## config.mk

```make
export PLATFORM = sky130hd
export DESIGN_NAME = ct_vfalu_pipe_vld_ctrl
export DESIGN_NICKNAME = d
export VERILOG_FILES = /design/src/rtl/ct_vfalu_pipe_vld_ctrl.sv
export SDC_FILE = /design/constraint.sdc
export NUM_CORES = 1
export LEC_CHECK = 0
export CAP_MARGIN = 20
export CORE_AREA = 2 2 39 41
export DETAILED_ROUTE_END_ITERATION = 10
export DIE_AREA = 0 0 41 43
export REMOVE_ABC_BUFFERS = 1
export SLEW_MARGIN = 20
export SYNTH_ARGS = -nofsm -noshare
export SYNTH_HDL_FRONTEND = slang
export SYNTH_SLANG_ARGS = --single-unit
```

## constraint.sdc

```tcl
create_clock -name ex1_vld_clk -period 4.7 [get_ports ex1_vld_clk]
set_input_delay 0.94 -clock ex1_vld_clk [delete_from_list [all_inputs] [get_ports ex1_vld_clk]]
set_output_delay 0.94 -clock ex1_vld_clk [all_outputs]
set_load 0.02 [all_outputs]
```

## src/rtl/ct_vfalu_pipe_vld_ctrl.sv

```systemverilog
// rtl/ct_vfalu_pipe_vld_ctrl.sv - valid/pipedown controller for one VFALU execution pipe
//
// Tracks op valids through EX1..EX<STAGES>, with flush, optional hold,
// an in-flight counter and idle/clock-request outputs.
//
// Optional feature macro: CT_VFALU_PIPE_STALL_EN
//   defined   : pipe_stall holds every registered stage, ex1_issue_rdy = !pipe_stall
//   undefined : pipe_stall ignored, ex1_issue_rdy tied 1
//
// Ports:
//   ex1_vld_clk            in   gated clock for all state (ICG enable = vld_clk_en_req)
//   cpurst_b               in   async active-low reset
//   dp_vfalu_ex1_pipex_sel in   [SEL_W] dispatch pipe select, bit PIPE_IDX issues here
//   rtu_vfpu_flush         in   kill all in-flight ops, including the current issue
//   pipe_stall             in   hold request (only with CT_VFALU_PIPE_STALL_EN)
//   ex_pipedown            out  [STAGES] bit k = op valid in EX(k+1); bit 0 combinational
//   ex_pipe_clk_en         out  [STAGES] bit k = stage k data advances this cycle
//   ex_retire              out  last-stage op leaves the pipe this cycle
//   inflight_cnt           out  [CNT_W] valid ops in the registered stages
//   pipe_idle              out  no valid op in any stage
//   vld_clk_en_req         out  local enable for the ex1_vld_clk ICG
//   ex1_issue_rdy          out  pipe can accept an EX1 issue

module ct_vfalu_pipe_vld_ctrl #(
  parameter int STAGES   = 3,
  parameter int SEL_W    = 3,
  parameter int PIPE_IDX = 1,
  parameter int CNT_W    = 4
) (
  input  logic              ex1_vld_clk,
  input  logic              cpurst_b,
  input  logic [SEL_W-1:0]  dp_vfalu_ex1_pipex_sel,
  input  logic              rtu_vfpu_flush,
  input  logic              pipe_stall,
  output logic [STAGES-1:0] ex_pipedown,
  output logic [STAGES-1:0] ex_pipe_clk_en,
  output logic              ex_retire,
  output logic [CNT_W-1:0]  inflight_cnt,
  output logic              pipe_idle,
  output logic              vld_clk_en_req,
  output logic              ex1_issue_rdy
);

  logic              stall_eff;
  logic              ex1_vld;
  logic [STAGES-1:1] vld_q;
  logic [CNT_W-1:0]  cnt_q;
  logic              cnt_inc;
  logic              cnt_dec;
  logic              adv_en;

`ifdef CT_VFALU_PIPE_STALL_EN
  assign stall_eff = pipe_stall;
`else
  assign stall_eff = 1'b0;
`endif

  // Select bits for other pipes (and pipe_stall when the hold path is
  // compiled out) are intentionally not consumed by this pipe.
  logic unused_inputs;
  assign unused_inputs = ^{dp_vfalu_ex1_pipex_sel, pipe_stall};

  // A flush in the issue cycle kills the incoming op as well.
  assign ex1_vld     = dp_vfalu_ex1_pipex_sel[PIPE_IDX] & ~rtu_vfpu_flush;
  assign ex_pipedown = {vld_q, ex1_vld};

  // Data only moves when neither held nor flushed; a stalled EX1 select is
  // dropped because stage 1 holds.
  assign adv_en         = ~stall_eff & ~rtu_vfpu_flush;
  assign ex_pipe_clk_en = ex_pipedown & {STAGES{adv_en}};
  assign ex_retire      = ex_pipe_clk_en[STAGES-1];

  assign cnt_inc = ex1_vld & ~stall_eff;
  assign cnt_dec = ex_retire;

  always_ff @(posedge ex1_vld_clk or negedge cpurst_b) begin
    if (!cpurst_b) begin
      vld_q <= '0;
      cnt_q <= '0;
    end else if (rtu_vfpu_flush) begin
      vld_q <= '0;
      cnt_q <= '0;
    end else if (!stall_eff) begin
      vld_q <= ex_pipedown[STAGES-2:0];
      cnt_q <= cnt_q + CNT_W'(cnt_inc) - CNT_W'(cnt_dec);
    end
  end

  assign inflight_cnt  = cnt_q;
  assign pipe_idle     = ~(|ex_pipedown);
  // Flush keeps the clock running for the edge that clears the stages.
  assign vld_clk_en_req = (|ex_pipedown) | rtu_vfpu_flush;
  assign ex1_issue_rdy  = ~stall_eff;

endmodule

```

==> impl_metrics.ini <==
[logic_synthesis]
ys_async_sr_fraction = 1.00
synthXorXnorAreaFrac = 0.0462
synth_top_cell_area_share = 0.396
synthesis.yosys.warnings = 0
synth_compound_gate_area_share = 0.0462
yosys.area_share.simple = 0.208
syn_area_per_cell_um2 = 10.5
synthesis.instances = 36
synth.top_cells.by_count = 6 x sky130_fd_sc_hd__and2b_2, 6 x sky130_fd_sc_hd__dfrtp_1, 5 x sky130_fd_sc_hd__inv_1, 4 x sky130_fd_sc_hd__ha_1, 3 x sky130_fd_sc_hd__buf_4
seq_total_area_yosys = 0.396
number_of_register_bits_inferred_by_synthesis = 6
synthAdderAreaFrac = 0.185
synth-main-ff-cell = sky130_fd_sc_hd__dfrtp_1
synth_cell_types = 14
number_of_synthesized_flops_with_an_enable_pin = 0
synth.mux.area_fraction = 0
ys_top_cells_by_area = sky130_fd_sc_hd__dfrtp_1 40%, sky130_fd_sc_hd__and2b_2 14%, sky130_fd_sc_hd__ha_1 13%
largest_family_of_logic_cells_by_synthesized_area = simple AND/OR/NAND/NOR gates
netlist_area_um2 = 379
cell_taking_the_most_area_after_synthesis = sky130_fd_sc_hd__dfrtp_1

[die]
placement_rows = 14
die_x_extent_um = 41
floorplan.die_area_mm2 = 0.00176
core_area_mm2 = 0.00138
dieHeight_um = 43
boundaryPins = 21
floorplan.initialDensity = 0.274

[route]
vias_per_cell = 4.31
drtIter0Drc = 1
route.antenna.remaining_nets = 0
drt_wl_total_um = 670
vias = 293
detailedRoute.firstPassIterationCount = 2
final_routed_drc_violation_total = 0
wire_per_inst_um = 9.85

[pwr]
clock_power_share = 0.250
p_leak_uw = 0.000259
report.power.total_uw = 184
p_int_uw = 126
power.switching_fraction = 0.315
max-vdd-ir-drop_uv = 124
comb_power_share = 0.395
seq_power_share = 0.355
power-per-cell-area_mw_per_mm2 = 329
total_switching_power_uw = 58.0

[cts]
clk_pin_slew_ps = 50
postCtsResizedCells = 0
htree_num_levels = 1
cts.hold.buffers_added = 0
cts_buffers = 3
setup_bufs_post_cts = 0
clockRootBuffer = sky130_fd_sc_hd__clkbuf_4
cts_max_path_buffers = 2
numClockSinks = 6
clk_latency_ps = 240
cts_tree = yes

[placement]
placement_cell_area_um2 = 537
dp_slack_ps = 1160
gp_congestion = 0.607
io_buffer_count = 16
dpl.hpwl_um = 526

[cells_and_area]
post_route_cells_drive_above_1_share = 0.173
syn2layout_area_growth_pct = 47.5
fin_area_um2 = 559
fin_nets = 66
filler_cell_count = 159
insertedDiodeCount = 0

[timing]
setup_tns_ps = 0
finalMaxSlewViolations = 0
clock.fmax_mhz = 282
post_layout_minimum_cycle_time_ps = 3540
timing_hold_violations_final = 0
post_route_clock_skew_ps = 2.76
finalSetupViolCount = 0
setup_slack_ps = 1160
rsz_0062_raised_after_global_routing = no
post-route-period-util = 0.754

[global_route]
antenna_found_initial = 0
grt_max_degree = 10
globalRouteTotalUtil = 0.0981
first_global_vias = 289
globalRoute.totalOverflow = 0
grt_first_pass_wirelength_um = 1120

[run]
cap_violations = 0

[hold_path]
worst_hold_path_type = flip-flop to flip-flop

[setup_path]
cp_data_arrival_time_ps = 2600
cp_data_required_time_ps = 3760
crit_fanout = 9
worstSetupPathType = primary input to output port
critical_path.startpoint_type = primary input
endpoint_kind = output port

[outcome]
status = complete, no violations
flip-flops by register name, indices dropped and copies added (netlist names):
name	flops
inflight_cnt	4
vld_q	2
critical path: stages:
cell and delay [ps]:
sky130_fd_sc_hd__clkdlybuf4s50_1 620, sky130_fd_sc_hd__and2b_2 280, sky130_fd_sc_hd__nor3_1 130, sky130_fd_sc_hd__clkdlybuf4s50_1 630
cells by family (layout without fill, tap and decap cells):
| family | count (synthesis) | after routing |
|---|---|---|
| simple gates | 11 | 11 |
| compound gates | 3 | 3 |
| fa+ha+maj | 5 | 5 |
| xor+xnor | 2 | 2 |
| buf+inv | 8 | 24 |
| other cells | 1 | 1 |
| flops | 6 | 6 |
cell usage in the layout (no fill, tap or decap), drive strengths merged:
master / count
inv: 5
a21oi: 2
and2b: 6
dfrtp: 6
clkbuf: 3
clkdlybuf4s50: 16
nor2: 1
nand3: 2
a21o: 1
conb: 1
xnor2: 2
ha: 4
fa: 1
or4: 1
nor3: 1
cell type report:
cell class / count / area, um2 / share of cell area
Clock buffer: 3 / 22.5 / 0.0403
Inverter: 5 / 18.8 / 0.0336
Multi-Input combinational cell: 22 / 188 / 0.336
Sequential cell: 6 / 150 / 0.268
Tap cell: 16 / 20.0 / 0.0358
Timing Repair Buffer: 16 / 160 / 0.286
routing by layer:
layer	vias to the layer above	track usage	routed length (um)
met2	13	0.128	288
met3	0	0.0471	55
met1	133	0.125	326
met5	-	0	0
li1	147	-	-
met4	0	0.0600	0
metrics by stage:
stage,util,cells,hold slack [ps]
2_1_floorplan,-,33,644
3_3_place_gp,0.388,65,577
3_5_place_dp,0.388,65,571
4_1_cts,0.404,68,584
5_1_grt,0.404,68,624
6_report,0.404,68,573
power groups by stage:
stage | registers, uW | clock network [uW] | logic [uW]
after global routing | 65.8 | 53.4 | 81.7
after global placement | 65.8 | 0 | 73.0
after detailed placement | 66.1 | 0 | 73.4
final | 65.3 | 46.1 | 72.8
after floorplan | 75.2 | 0 | 34.7
after CTS | 65.3 | 49.5 | 73.9
final timing paths:
path | slack (ps) | cells past startpoint | start | endpoint
worst max-delay path | 1160 | 4 | rtu_vfpu_flush | pipe_idle
worst min-delay path | 570 | 1 | vld_q[1]$_DFF_PN0_ | vld_q[2]$_DFF_PN0_
worst max register to register | 2810 | 6 | vld_q[2]$_DFF_PN0_ | inflight_cnt[1]$_DFF_PN0_
worst min register to register | 570 | 1 | vld_q[1]$_DFF_PN0_ | vld_q[2]$_DFF_PN0_
max in group asynchronous | 3530 | 1 | cpurst_b | inflight_cnt[2]$_DFF_PN0_
min in group asynchronous | 950 | 1 | cpurst_b | vld_q[1]$_DFF_PN0_
Note: power is estimated with default switching activity, not from simulation.
